$ cat src/rtl/mem_port_arbiter_pkg.sv
// Shared types and constants for the fetch/data memory port arbiter.
package mem_port_arbiter_pkg;

  localparam int unsigned ADDR_W  = 32;
  localparam int unsigned DATA_W  = 32;
  localparam int unsigned WIDTH_W = 2;

  // Bit positions of the two requesters in req/gnt vectors.
  localparam int unsigned IDX_I = 0;
  localparam int unsigned IDX_D = 1;

  typedef enum logic [1:0] {
    IDLE   = 2'd0,
    BUSY_I = 2'd1,
    BUSY_D = 2'd2,
    DONE   = 2'd3
  } state_t;

  typedef enum logic {
    GNT_I = 1'b0,
    GNT_D = 1'b1
  } grant_t;

  localparam logic [WIDTH_W-1:0] WIDTH_BYTE = 2'b00;
  localparam logic [WIDTH_W-1:0] WIDTH_HALF = 2'b01;
  localparam logic [WIDTH_W-1:0] WIDTH_WORD = 2'b10;

  // Command presented on the shared memory port.
  typedef struct packed {
    logic               we;
    logic [WIDTH_W-1:0] width;
    logic [ADDR_W-1:0]  addr;
    logic [DATA_W-1:0]  wdata;
  } mem_cmd_t;

endpackage

$ cat src/rtl/mem_port_arbiter_if.sv
// Bundle of fetch, data and memory-side signals around the arbiter.
interface mem_port_arbiter_if;
  import mem_port_arbiter_pkg::*;

  logic               if_req;
  logic [ADDR_W-1:0]  if_addr;
  logic [DATA_W-1:0]  if_rdata;
  logic               if_valid;

  logic               d_req;
  logic               d_we;
  logic [WIDTH_W-1:0] d_width;
  logic [ADDR_W-1:0]  d_addr;
  logic [DATA_W-1:0]  d_wdata;
  logic [DATA_W-1:0]  d_rdata;
  logic               d_valid;

  logic               m_req;
  logic               m_we;
  logic [WIDTH_W-1:0] m_width;
  logic [ADDR_W-1:0]  m_addr;
  logic [DATA_W-1:0]  m_wdata;
  logic [DATA_W-1:0]  m_rdata;
  logic               m_ready;

  // Arbiter side.
  modport slave (
    input  if_req, if_addr, d_req, d_we, d_width, d_addr, d_wdata, m_rdata, m_ready,
    output if_rdata, if_valid, d_rdata, d_valid, m_req, m_we, m_width, m_addr, m_wdata
  );

  // Requesters and memory side.
  modport master (
    output if_req, if_addr, d_req, d_we, d_width, d_addr, d_wdata, m_rdata, m_ready,
    input  if_rdata, if_valid, d_rdata, d_valid, m_req, m_we, m_width, m_addr, m_wdata
  );

endinterface

$ cat src/rtl/rr_arb2.sv
// Two-way round-robin selector: on a tie the port not granted last wins.
module rr_arb2
  import mem_port_arbiter_pkg::*;
(
  input  logic [1:0] req,
  input  grant_t     last_grant,
  output logic [1:0] gnt
);

  // One-hot grant; a single requester always wins.
  always_comb begin
    gnt = req;
    if (req == 2'b11) begin
      gnt = (last_grant == GNT_D) ? 2'b01 : 2'b10;
    end
  end

endmodule

$ cat src/rtl/mem_port_arbiter.sv
// Arbitrates instruction-fetch and data requests onto one memory port.
module mem_port_arbiter
  import mem_port_arbiter_pkg::*;
(
  input  logic clk,
  input  logic rst_n,
  mem_port_arbiter_if.slave bus
);

  state_t            state_q, state_d;
  grant_t            last_grant_q, last_grant_d;
  mem_cmd_t          cmd_q, cmd_d;
  logic              m_req_q, m_req_d;
  logic [DATA_W-1:0] if_rdata_q, if_rdata_d;
  logic [DATA_W-1:0] d_rdata_q, d_rdata_d;
  logic              if_valid_q, if_valid_d;
  logic              d_valid_q, d_valid_d;

  logic [1:0] req;
  logic [1:0] gnt;

  assign req = {bus.d_req, bus.if_req};

  rr_arb2 u_rr_arb2 (
    .req        (req),
    .last_grant (last_grant_q),
    .gnt        (gnt)
  );

  // Next-state and next-output logic; everything holds unless changed below.
  always_comb begin
    state_d      = state_q;
    last_grant_d = last_grant_q;
    cmd_d        = cmd_q;
    m_req_d      = m_req_q;
    if_rdata_d   = if_rdata_q;
    d_rdata_d    = d_rdata_q;
    if_valid_d   = 1'b0;
    d_valid_d    = 1'b0;

    case (state_q)
      IDLE: begin
        if (gnt[IDX_I]) begin
          state_d     = BUSY_I;
          m_req_d     = 1'b1;
          cmd_d.we    = 1'b0;
          cmd_d.width = WIDTH_WORD;
          cmd_d.addr  = bus.if_addr;
        end else if (gnt[IDX_D]) begin
          state_d = BUSY_D;
          m_req_d = 1'b1;
          cmd_d   = '{we: bus.d_we, width: bus.d_width, addr: bus.d_addr, wdata: bus.d_wdata};
        end
      end
      BUSY_I: begin
        if (bus.m_ready) begin
          state_d      = DONE;
          m_req_d      = 1'b0;
          if_rdata_d   = bus.m_rdata;
          if_valid_d   = 1'b1;
          last_grant_d = GNT_I;
        end
      end
      BUSY_D: begin
        if (bus.m_ready) begin
          state_d      = DONE;
          m_req_d      = 1'b0;
          cmd_d.we     = 1'b0;
          d_rdata_d    = bus.m_rdata;
          d_valid_d    = 1'b1;
          last_grant_d = GNT_D;
        end
      end
      DONE: begin
        state_d = IDLE;
      end
      default: begin
        state_d = IDLE;
      end
    endcase
  end

  // State and registered outputs; reset abandons any in-flight transaction.
  always_ff @(posedge clk or negedge rst_n) begin
    if (!rst_n) begin
      state_q      <= IDLE;
      last_grant_q <= GNT_D;
      cmd_q        <= '0;
      m_req_q      <= 1'b0;
      if_rdata_q   <= '0;
      d_rdata_q    <= '0;
      if_valid_q   <= 1'b0;
      d_valid_q    <= 1'b0;
    end else begin
      state_q      <= state_d;
      last_grant_q <= last_grant_d;
      cmd_q        <= cmd_d;
      m_req_q      <= m_req_d;
      if_rdata_q   <= if_rdata_d;
      d_rdata_q    <= d_rdata_d;
      if_valid_q   <= if_valid_d;
      d_valid_q    <= d_valid_d;
    end
  end

  assign bus.m_req    = m_req_q;
  assign bus.m_we     = cmd_q.we;
  assign bus.m_width  = cmd_q.width;
  assign bus.m_addr   = cmd_q.addr;
  assign bus.m_wdata  = cmd_q.wdata;
  assign bus.if_rdata = if_rdata_q;
  assign bus.if_valid = if_valid_q;
  assign bus.d_rdata  = d_rdata_q;
  assign bus.d_valid  = d_valid_q;

endmodule

$ cat src/flat_wrapper.sv
// flat-port wrapper written by rule: the top's interface ports become plain ports
module mem_port_arbiter_flat import mem_port_arbiter_pkg::*;
  (clk, rst_n, bus_if_req, bus_if_addr, bus_d_req, bus_d_we, bus_d_width, bus_d_addr, bus_d_wdata, bus_m_rdata, bus_m_ready, bus_if_rdata, bus_if_valid, bus_d_rdata, bus_d_valid, bus_m_req, bus_m_we, bus_m_width, bus_m_addr, bus_m_wdata);
  mem_port_arbiter_if bus_i ();
  input  logic clk;
  input  logic rst_n;
  input wire logic [$bits(bus_i.if_req)-1:0] bus_if_req;
  input wire logic [$bits(bus_i.if_addr)-1:0] bus_if_addr;
  input wire logic [$bits(bus_i.d_req)-1:0] bus_d_req;
  input wire logic [$bits(bus_i.d_we)-1:0] bus_d_we;
  input wire logic [$bits(bus_i.d_width)-1:0] bus_d_width;
  input wire logic [$bits(bus_i.d_addr)-1:0] bus_d_addr;
  input wire logic [$bits(bus_i.d_wdata)-1:0] bus_d_wdata;
  input wire logic [$bits(bus_i.m_rdata)-1:0] bus_m_rdata;
  input wire logic [$bits(bus_i.m_ready)-1:0] bus_m_ready;
  output wire logic [$bits(bus_i.if_rdata)-1:0] bus_if_rdata;
  output wire logic [$bits(bus_i.if_valid)-1:0] bus_if_valid;
  output wire logic [$bits(bus_i.d_rdata)-1:0] bus_d_rdata;
  output wire logic [$bits(bus_i.d_valid)-1:0] bus_d_valid;
  output wire logic [$bits(bus_i.m_req)-1:0] bus_m_req;
  output wire logic [$bits(bus_i.m_we)-1:0] bus_m_we;
  output wire logic [$bits(bus_i.m_width)-1:0] bus_m_width;
  output wire logic [$bits(bus_i.m_addr)-1:0] bus_m_addr;
  output wire logic [$bits(bus_i.m_wdata)-1:0] bus_m_wdata;
  assign bus_i.if_req = bus_if_req;
  assign bus_i.if_addr = bus_if_addr;
  assign bus_i.d_req = bus_d_req;
  assign bus_i.d_we = bus_d_we;
  assign bus_i.d_width = bus_d_width;
  assign bus_i.d_addr = bus_d_addr;
  assign bus_i.d_wdata = bus_d_wdata;
  assign bus_i.m_rdata = bus_m_rdata;
  assign bus_i.m_ready = bus_m_ready;
  assign bus_if_rdata = bus_i.if_rdata;
  assign bus_if_valid = bus_i.if_valid;
  assign bus_d_rdata = bus_i.d_rdata;
  assign bus_d_valid = bus_i.d_valid;
  assign bus_m_req = bus_i.m_req;
  assign bus_m_we = bus_i.m_we;
  assign bus_m_width = bus_i.m_width;
  assign bus_m_addr = bus_i.m_addr;
  assign bus_m_wdata = bus_i.m_wdata;
  mem_port_arbiter u_core (.clk(clk), .rst_n(rst_n), .bus(bus_i));
endmodule
$ cat config.mk
export PLATFORM = sky130hd
export DESIGN_NAME = mem_port_arbiter_flat
export DESIGN_NICKNAME = d
export VERILOG_FILES = /design/src/rtl/mem_port_arbiter_pkg.sv /design/src/rtl/mem_port_arbiter_if.sv /design/src/rtl/rr_arb2.sv /design/src/rtl/mem_port_arbiter.sv /design/src/flat_wrapper.sv
export SDC_FILE = /design/constraint.sdc
export NUM_CORES = 1
export LEC_CHECK = 0
export ABC_AREA = 1
export BUFFER_PORTS_ARGS = -buffer_cell sky130_fd_sc_hd__buf_4
export CAP_MARGIN = 20
export CELL_PAD_IN_SITES_DETAIL_PLACEMENT = 0
export CELL_PAD_IN_SITES_GLOBAL_PLACEMENT = 2
export CORE_UTILIZATION = 28
export DETAILED_ROUTE_END_ITERATION = 10
export PLACE_DENSITY = 0.95
export SLEW_MARGIN = 20
export SYNTH_ARGS = -nofsm -noshare
export SYNTH_HDL_FRONTEND = slang
export SYNTH_SLANG_ARGS = --single-unit
export TNS_END_PERCENT = 1
$ cat constraint.sdc
create_clock -name clk -period 2.08 [get_ports clk]
set_input_delay 0.208 -clock clk [delete_from_list [all_inputs] [get_ports clk]]
set_output_delay 0.208 -clock clk [all_outputs]
set_load 0.1 [all_outputs]
After elaboration in Yosys (flattened, before gate mapping)
Cells that the tools add are included.

Register bits after elaboration: 137. Input bits: 136. Word-level logic and storage cells: 52.

Equal/unequal tests: 8. Multiplexer cells: 18. Bitwise operators: 1. Reductions and logical operators: 14.

Operators by type and width (count): 2-to-1 mux 67 bit (1); 2-to-1 mux 35 bit (1); AND reduction 3 bit (4); 2-to-1 mux 2 bit (5); AND reduction 2 bit (4); nonzero test 2 bit (4); 2-to-1 mux 1 bit (7); == test 2 bit (second input constant) (3); one-hot mux 1 bit (2 select lines) (3); one-hot mux 2 bit (3 select lines) (1); != test 2 bit (second input constant) (2); != test 3 x 1 -> 1 bit (second input constant) (1); == test 2 x 1 -> 1 bit (second input constant) (1); zero test 2 bit (1); != test 2 x 1 -> 1 bit (second input constant) (1); OR reduction 2 bit (1); NOT 1 bit (1).

Logic depth before layout (Yosys ltp)
Gate-level depths: netlist of run 1.

Word-level depth: 5. Mapped depth: 8. Depth with buffers taken out: 7.

Cells and area by module
A second synthesis of run 1 with hierarchy kept.

Cells, all modules: 686. Area total of the unflattened synthesis: 5716.7 um^2.

Modules (own cells, without submodules): mem_port_arbiter (instances 1, cells an instance 681, area an instance 5695.5 um^2, seq. area each 3429.5 um^2); rr_arb2 (instances 1, cells an instance 5, area an instance 21.3 um^2, seq. area each 0.0 um^2).

Worst setup path after synthesis of run 1
OpenSTA, ideal clock, no wires.

Path kind: register to register. From: reg u_core.state_q[0]. To: reg u_core.cmd_q (netlist bit u_core.bus.m_wdata[21]). Library setup time: 0.069 ns. Arrival time: 1.325 ns. Required time: 2.011 ns. Slack: 0.686 ns. Stages on the path, launching flop included: 7. Buffers on the path: 1. Clock period less this slack: 1.394 ns. Cell sequence: dfrtp_1 inv_1 ha_1 inv_2 clkbuf_1 o21ai_0 nand2_1.

Word-level cells in the longest chain between the ends: 2.

Ends and longest elaborated chain: start: declaration (line mem_port_arbiter.sv:10) `state_t state_q, state_d;`; start signal: assignment (line mem_port_arbiter.sv:95) `state_q <= state_d;`; zero test 2 bit (line mem_port_arbiter.sv:41) `case (state_q)`; AND reduction 3 bit (no line); end signal: assignment (line mem_port_arbiter.sv:97) `cmd_q <= cmd_d;`; end: declaration (line mem_port_arbiter.sv:12) `mem_cmd_t cmd_q, cmd_d;`.

No other way between the ends. A chain may end at the register's enable or synchronous reset.

Worst setup path in the final report of run 1
From: reg u_core.state_q[0]. To: reg u_core.cmd_q (netlist bit u_core.bus.m_addr[28]).

Word-level cells in the longest chain between the ends: 2.

Ends and longest elaborated chain (line): zero test 2 bit (mem_port_arbiter.sv:41); AND reduction 2 bit (no line).

No other way between the ends.

==> flow_summary.yaml, run 1 <==
drt:
  finalWirelength_um: 17800
  final_antenna_net_count: 0
  first_pass_iters: 5
  drc: 0
  first_iter_violations: 253
  via_per_inst: 4.35
  routedWlPerCell_um: 14.1
  vias: 5485
final_layout:
  nets: 1117
  areaGrowthSynthToFinish_pct: 52.9
  fill_cells: 2058
  drive_above_1_share_pct: 32.5
  mostFrequentLayoutCells: "282 x nand2_1, 274 x buf_4, 136 x dfrtp_1"
  instances_no_fill: 1261
  final_common_cell: "nand2_1"
placed_design:
  dp_slack_ns: 0.480
  portBuffers: 269
  hpwl_um: 12100
  routabilityCongestion: 0.739
  dp.cells: 1194
clock_network:
  clock_latency_ns: 0.41
  cts-buffers-inserted: 17
  cts_max_path_buffers: 2
  cts_resized: 0
  clkTransAtPathRegs_ns: 0.06
  htree_levels: 4
  cts_sinks: 137
  root_buffer: "clkbuf_16"
  cts_tree: "yes"
global_route:
  grt_pass1_wl_um: 28800
  grtUsageTotal_pct: 16.9
  first_global_vias: 5493
  grt_antenna_before_repair: 1
  grt-ovfl-total: 0
  grt_max_degree: 66
synth:
  yosys_warnings: 0
  synth_edf_count: 0
  syn_area_um2: 5930
  netlist.area_leader.share_pct: 57.3
  async_flop_share_pct: 100
  ys_ff_latch: 137
  synth_fp_nets: 828
  yosysUniqueCellTypes: 21
  synth.top_cells.by_area: "dfrtp_1 57%, nand2_1 18%, o21ai_0 7.8%, nand3_1 5.8%, inv_1 2.7%"
  synth_top_area_cell: "dfrtp_1"
  syn_area_per_cell_um2: 8.63
  synth_ff_type: "dfrtp_1"
  synthCells: 688
  synth_sequential_area_ratio_pct: 57.8
sta:
  rsz0062_at_grt: "false"
  worst_slack_ns: 0.499
  tns_ns: 0
  fmax_mhz: 633
  hold_ws_ns: 0.0717
  clock_skew_ns: 0.00618
  finalHoldViolCount: 0
  tightest_slew_ns: 0.550
  min_period_ns: 1.58
  drv_slew: 0
  final-setup-viol-count: 0
  relSlewSlack_pct: 63.3
  min_period_over_period_pct: 76.0
floorplan:
  initial_core_util_pct: 29.0
  ios: 270
  design.core.area_um2: 20500
  rows: 52
  die_area_um2: 21800
  die_x_um: 148
  dieHeight_um: 148
critical_path:
  cp-startpoint: "u_core.state_q[0]"
  critPathLaunchType: "flop"
  critical_path.max_fanout: 33
  r2r-start: "u_core.state_q[0]"
  end_kind: "flop"
  worstPathArrival_ns: 1.93
  path_class: "flop to flop"
  required_ns: 2.42
min_path:
  hp-class: "input pin to flop"
  hp-start: "bus_m_rdata[27]"
job:
  drv_cap: 0
run_status:
  status: "finished clean"
-- critical path: stages (launching register included) --
cell and delay, ns:
dfrtp_1 0.41, inv_1 0.09, ha_1 0.22, inv_2 0.13, nor2_8 0.14, buf_4 0.35
nand2_1 0.09, nand2_1 0.07
-- metal layers --
| layer | wire length (µm) | track usage [%] | share of wire [%] |
|---|---|---|---|
| met1 | 7740 | 20.8 | 43 |
| met5 | 0 | 0 | 0 |
| met3 | 1290 | 5.09 | 7.2 |
| met2 | 8450 | 27.6 | 47 |
| met4 | 348 | 6.70 | 2.0 |
-- cell type report --
class / count / area, µm² / share of cell area (%)
Antenna cell: 1 / 2.50 / 0.0276
Clock inverter: 13 / 133 / 1.46
Clock buffer: 19 / 443 / 4.88
Multi-Input combinational cell: 463 / 2070 / 22.8
Timing Repair Buffer: 313 / 2490 / 27.4
Sequential cell: 137 / 3430 / 37.8
Tap cell: 270 / 338 / 3.72
Inverter: 45 / 171 / 1.89
-- cells by family after synthesis --
family | count (synthesis) | synth area share [%]
AND/OR/NAND/NOR | 361 | 25.7
flip-flops | 137 | 57.8
AO/OA/AOI/OAI | 98 | 8.26
buffers and inverters | 88 | 7.42
adder cells (fa/ha/maj) | 4 | 0.843
-- timing repair --
action | 4_1_cts | 5_1_grt
buffers inserted | 0 | 0
hold buffers | 34 | 0
endpoints found under the hold margin | 86 | 0
-- cells in the mapped netlist, types with 3 or more instances --
master,n
dfrtp_1,136
o21ai_1,6
clkbuf_2,3
buf_2,17
nand3_1,69
o21ai_0,92
inv_1,42
clkbuf_1,9
buf_4,6
ha_1,4
buf_6,8
nand2_1,284
-- flip-flops by register name, summed over array words and instances (netlist names) --
register,cells
u_core.bus.m_width,2
u_core.bus.m_we,1
u_core.bus.d_valid,1
u_core.bus.if_rdata,32
u_core.bus.d_rdata,32
u_core.last_grant_q,1
u_core.bus.if_valid,1
u_core.bus.m_req,1
u_core.bus.m_wdata,32
u_core.bus.m_addr,32
u_core.state_q,2
-- path summary, 6_finish.rpt --
check / endpoint / slack, ns / cells past startpoint
max reg2reg: u_core.bus.m_addr[28] / 0.50 / 7
min: u_core.bus.d_rdata[27] / 0.07 / 3
min in group asynchronous: u_core.bus.m_addr[15] / 0.34 / 2
max: u_core.bus.m_addr[28] / 0.50 / 7
min reg2reg: u_core.bus.m_req / 0.48 / 2
max in group asynchronous: u_core.bus.m_addr[11] / 1.11 / 3
-- metrics by stage --
stage          utilization (%)  area, µm²
5_1_grt                   44.3       9070
3_3_place_gp              39.8       8160
3_5_place_dp              39.8       8160
6_report                  44.3       9070
2_1_floorplan                -       5930
4_1_cts                   44.3       9070
Power of run 1 is left out: the tool's default activity adds up to more than one toggle a clock period on the data nets, which glitch-free logic cannot reach.
==> run 2: changes to the inputs <==
--- a/config.mk
+++ b/config.mk
@@ -10,9 +10,9 @@
 export CAP_MARGIN = 20
 export CELL_PAD_IN_SITES_DETAIL_PLACEMENT = 0
 export CELL_PAD_IN_SITES_GLOBAL_PLACEMENT = 2
-export CORE_UTILIZATION = 28
+export CORE_UTILIZATION = 23
 export DETAILED_ROUTE_END_ITERATION = 10
-export PLACE_DENSITY = 0.95
+export PLACE_DENSITY = 0.86
 export SLEW_MARGIN = 20
 export SYNTH_ARGS = -nofsm -noshare
 export SYNTH_HDL_FRONTEND = slang
==> constraint.sdc (replaced) <==
create_clock -name clk -period 1.3 [get_ports clk]
set_input_delay 0.13 -clock clk [delete_from_list [all_inputs] [get_ports clk]]
set_output_delay 0.13 -clock clk [all_outputs]
set_load 0.1 [all_outputs]
==> flow_summary.yaml, run 2 (synthesized netlist as in run 1, its figures left out) <==
run_status:
  status: "finished, violations left"
  violations: "negative setup slack"
drt:
  finalWirelength_um: 19400
  first_pass_iters: 4
  drc: 0
  via_per_inst: 4.18
  final_antenna_net_count: 0
  routedWlPerCell_um: 14.2
  vias: 5714
  first_iter_violations: 254
final_layout:
  drive_above_1_share_pct: 33.7
  final_common_cell: "buf_4"
  postLayoutCoreUtil_pct: 38.8
  nets: 1164
  mostFrequentLayoutCells: "276 x buf_4, 274 x nand2_1, 136 x dfrtp_1"
  areaGrowthSynthToFinish_pct: 65.3
sta:
  min_period_over_period_pct: 100
  min_period_ns: 1.30
  clock_skew_ns: 0.00939
  hold_ws_ns: 0.0371
  tightest_slew_ns: 0.429
  rsz0062_at_grt: "true"
  tns_ns: -0.00359
  worst_slack_ns: -0.00359
  finalHoldViolCount: 0
  fmax_mhz: 767
  relSlewSlack_pct: 71.4
  drv_slew: 0
  final-setup-viol-count: 1
floorplan:
  dieHeight_um: 163
  initial_core_util_pct: 23.5
  die_x_um: 163
  die_area_um2: 26400
  design.core.area_um2: 25300
  ios: 270
  rows: 58
placed_design:
  hpwl_um: 13400
  portBuffers: 269
  routabilityCongestion: 0.739
critical_path:
  end_kind: "flop"
  worstPathArrival_ns: 1.60
  required_ns: 1.59
  critical_path.max_fanout: 19
  critPathLaunchType: "flop"
  path_class: "flop to flop"
clock_network:
  cts_max_path_buffers: 2
  cts-buffers-inserted: 17
  root_buffer: "clkbuf_16"
  clkTransAtPathRegs_ns: 0.06
  cts_tree: "yes"
  cts_sinks: 137
  clock_latency_ns: 0.41
  htree_levels: 4
global_route:
  grt_antenna_before_repair: 1
  first_global_vias: 5968
  grtUsageTotal_pct: 14.9
  grt_max_degree: 38
  grt-ovfl-total: 0
  grt_pass1_wl_um: 30700
min_path:
  hp-class: "input pin to flop"
job:
  drv_cap: 0
run 2: changes by cell type in the layout (fill, tap and decap cells not counted), sizes merged:
cell	delta
clkinv	+5
dlygate4sd3	+32
buf	+15
bufinv	+1
inv	-3
clkinvlp	-3
run 2: what timing repair did:
item                       4_1_cts  5_1_grt
hold buffers                    66        0
hold endpoints to repair       176        0
setup endpoints to repair       37      107
buffers inserted                 0        0
resized for setup                3       41
pin swaps                        1        2
run 2: worst paths after layout:
kind                                        from                endpoint  slack [ns]  cells after the start
max in group asynchronous                  rst_n  u_core.bus.if_rdata[6]        0.53                      3
setup reg to reg               u_core.state_q[0]  u_core.bus.m_wdata[25]      -0.004                      6
setup / recovery               u_core.state_q[0]  u_core.bus.m_wdata[25]      -0.004                      6
hold reg to reg            u_core.bus.m_wdata[4]   u_core.bus.m_wdata[4]        0.48                      2
min in group asynchronous                  rst_n   u_core.bus.m_addr[28]        0.22                      2
hold / removal                    bus_if_addr[8]    u_core.bus.m_addr[8]        0.04                      5
run 2: area by class of cell:
| type | count | area, µm² |
|---|---|---|
| antenna | 1 | 2.50 |
| clock buffer | 19 | 443 |
| clock inverter | 13 | 144 |
| fill | 2628 | 15400 |
| inverter | 45 | 179 |
| multi-input combinational | 463 | 2120 |
| sequential | 137 | 3430 |
| tap | 330 | 413 |
| timing repair buffer | 360 | 3080 |
run 2: stage by stage:
step	instance area, µm²	worst slack (ns)	std cells
finish	9810	-0.00359	1368
detailed placement	8510	-0.0539	1269
CTS	9770	-0.00321	1367
global route	9810	-0.0790	1368
global placement	8510	-0.00430	1269
floorplan	5970	0.0125	688
run 2: worst max-delay path: stages, from the launching register on:
cell and delay (ns):
dfrtp_1 0.41, inv_2 0.10, ha_4 0.17, inv_6 0.06
buf_4 0.20, o21ai_1 0.17, nand2_1 0.07
run 2: routing by layer:
metal,vias up,GRT usage [%],wire (µm)
met5,-,0,0
met4,0,4.72,348
met3,19,4.51,1350
met2,179,25.2,9380
met1,2656,18.0,8370
li1,2860,-,-
Power of run 2 is left out for the same reason.
==> run 3: changes to the inputs <==
--- a/config.mk
+++ b/config.mk
@@ -10,11 +10,13 @@
 export CAP_MARGIN = 20
 export CELL_PAD_IN_SITES_DETAIL_PLACEMENT = 0
 export CELL_PAD_IN_SITES_GLOBAL_PLACEMENT = 2
+export CORE_MARGIN = 1
 export CORE_UTILIZATION = 23
 export DETAILED_ROUTE_END_ITERATION = 10
-export PLACE_DENSITY = 0.86
+export PLACE_DENSITY = 0.88
 export SLEW_MARGIN = 20
 export SYNTH_ARGS = -nofsm -noshare
 export SYNTH_HDL_FRONTEND = slang
+export SYNTH_HIERARCHICAL = 1
 export SYNTH_SLANG_ARGS = --single-unit
 export TNS_END_PERCENT = 1
==> constraint.sdc (replaced) <==
create_clock -name clk -period 1.3 [get_ports clk]
set_input_delay 0.065 -clock clk [delete_from_list [all_inputs] [get_ports clk]]
set_output_delay 0.065 -clock clk [all_outputs]
set_load 0.1 [all_outputs]
==> flow_summary.yaml, run 3 <==
floorplan:
  die_x_um: 160
  ios: 270
  die_area_um2: 25500
  rows: 57
  design.core.area_um2: 24300
  dieHeight_um: 160
  initial_core_util_pct: 23.5
final_layout:
  design_area_um2: 10400
  postLayoutCoreUtil_pct: 42.9
  drive_above_1_share_pct: 32.3
  mostFrequentLayoutCells: "335 x nand2_1, 286 x buf_4, 136 x dfrtp_1"
  fill_cells: 2379
  final_common_cell: "nand2_1"
  nets: 1244
  areaGrowthSynthToFinish_pct: 82.5
synth:
  synthCells: 686
  ys_ff_latch: 137
  synth_top_family_by_area: "simple AND/OR/NAND/NOR gates"
  synth_compound_area_share_pct: 6.08
  synth_mux_area_share_pct: 0
  yosys.cell_count.top_type: "nand2_1"
  synth.top_cells.by_area: "dfrtp_1 60%, nand2_1 23%, o21ai_0 5.9%, nand3_1 3.3%, inv_1 2.8%"
  synth_adder_area_share_pct: 1.09
  synth_sequential_area_ratio_pct: 60.0
  syn_area_um2: 5720
  synth_top_cells_by_count: "346 x nand2_1, 136 x dfrtp_1, 67 x o21ai_0"
  netlist.area_leader.share_pct: 59.5
  yosys.area_share.simple_pct: 26.8
  yosys_warnings: 6
  synth_ff_type: "dfrtp_1"
  syn_area_per_cell_um2: 8.33
  synth_fp_nets: 827
  synth_edf_count: 0
  async_flop_share_pct: 100
  synth_top_area_cell: "dfrtp_1"
  yosysUniqueCellTypes: 18
  synth-xor-area-share_pct: 0
drt:
  routedWlPerCell_um: 13.3
  finalWirelength_um: 19100
  via_per_inst: 4.09
  first_iter_violations: 310
  first_pass_iters: 5
  route.met3.wl_um: 1030
  drc: 0
  dr_wl_met2_um: 9770
  top_layer: "met4"
  final_antenna_net_count: 0
  drt-met1-wl_um: 7970
  vias: 5888
clock_network:
  cts_sinks: 137
  clock_latency_ns: 0.42
  cts-buffers-inserted: 17
  htree_levels: 4
  cts_max_path_buffers: 2
  cts_tree: "yes"
  clkTransAtPathRegs_ns: 0.06
  root_buffer: "clkbuf_16"
critical_path:
  critPathTopFamily: "flip-flops"
  cpPeakStageDelay_ns: 0.55
  cp-startpoint: "u_core/last_grant_q"
  cp_slowest_cell: "dfstp_2"
  crit_top_cell: "nand2_1"
  path_cells: "nand3_2 -> nand2_4 -> buf_6 -> nor2_4 -> buf_12 -> nand2_1 -> nand2_1 -> nand2_1 -> nand2_1"
  reg2regPathDepth: 9
  crit_buf_inv: 2
  worstPathArrival_ns: 1.73
  reg2reg_setup_slack_ns: -0.11
  required_ns: 1.61
  r2r-start: "u_core/last_grant_q"
  critical_path.max_fanout: 28
  end_kind: "flop"
  path_class: "flop to flop"
  reg2reg_to: "u_core/bus.m_addr[27]"
  critPathLaunchType: "flop"
global_route:
  grt-ovfl-total: 0
  grtUsageTotal_pct: 15.4
  grt_antenna_before_repair: 1
  grt_max_degree: 51
  grt_pass1_wl_um: 31200
  first_global_vias: 6082
job:
  drv_cap: 0
placed_design:
  hpwl_um: 12900
  portBuffers: 269
  routabilityCongestion: 0.769
  placed_area_um2: 8350
sta:
  fmax_mhz: 708
  min_period_over_period_pct: 109
  drv_slew: 0
  rsz0062_at_grt: "true"
  relSlewSlack_pct: 75.6
  worst_slack_ns: -0.113
  tns_ns: -4.06
  final-setup-viol-count: 70
  finalHoldViolCount: 0
  clock_skew_ns: 0.00946
  tightest_slew_ns: 0.366
  min_period_ns: 1.41
  hold_ws_ns: 0.124
run_status:
  violations: "negative setup slack"
  status: "finished, violations left"
min_path:
  hp-class: "input pin to async pin"
==> run 3: final cells by class <==
cell class                      instances  area (µm²)  share of cell area [%]
Antenna cell                            1        2.50                  0.0240
Clock buffer                           18         439                    4.21
Clock inverter                         13         190                    1.82
Inverter                               45         169                    1.62
Multi-Input combinational cell        466        2060                    19.7
Sequential cell                       137        3430                    32.9
Tap cell                              324         405                    3.88
Timing Repair Buffer                  436        3740                    35.8
==> run 3: worst max path at each step <==
stage                                  endpoint  cells past startpoint  slack (ns)
after floorplan            u_core/bus.m_addr[0]                      9       -0.12
after global placement    u_core/bus.m_addr[15]                      7       -0.15
after detailed placement  u_core/bus.m_addr[15]                      7       -0.16
after CTS                 u_core/bus.m_addr[26]                      9        -0.1
after global routing       u_core/bus.m_addr[4]                      9       -0.21
final                     u_core/bus.m_addr[27]                      9       -0.11
==> run 3: routing by layer <==
metal,up-vias,GRT usage (%)
met5,-,0
met4,0,5.86
met3,22,4.29
met2,163,26.3
met1,2743,18.2
li1,2960,-
==> run 3: stage by stage <==
stage | worst slack, ns | std cells
CTS | -0.0963 | 1437
floorplan | -0.116 | 686
finish | -0.113 | 1440
detailed placement | -0.157 | 1275
global route | -0.213 | 1440
global placement | -0.150 | 1275
==> run 3: what timing repair did <==
action	CTS	global route
endpoints found under the hold margin	268	1
pin swaps	5	2
endpoints found under the setup margin	127	128
hold buffers	131	2
resized for setup	19	17
setup buffers	0	0
==> run 3: kinds of logic after synthesis <==
group                      after synthesis
AOI/OAI and AO/OA                       69
adders and majority gates                5
buffers and inverters                   83
DFF                                    137
and+or+nand+nor                        392
Power of run 3 is left out for the same reason.
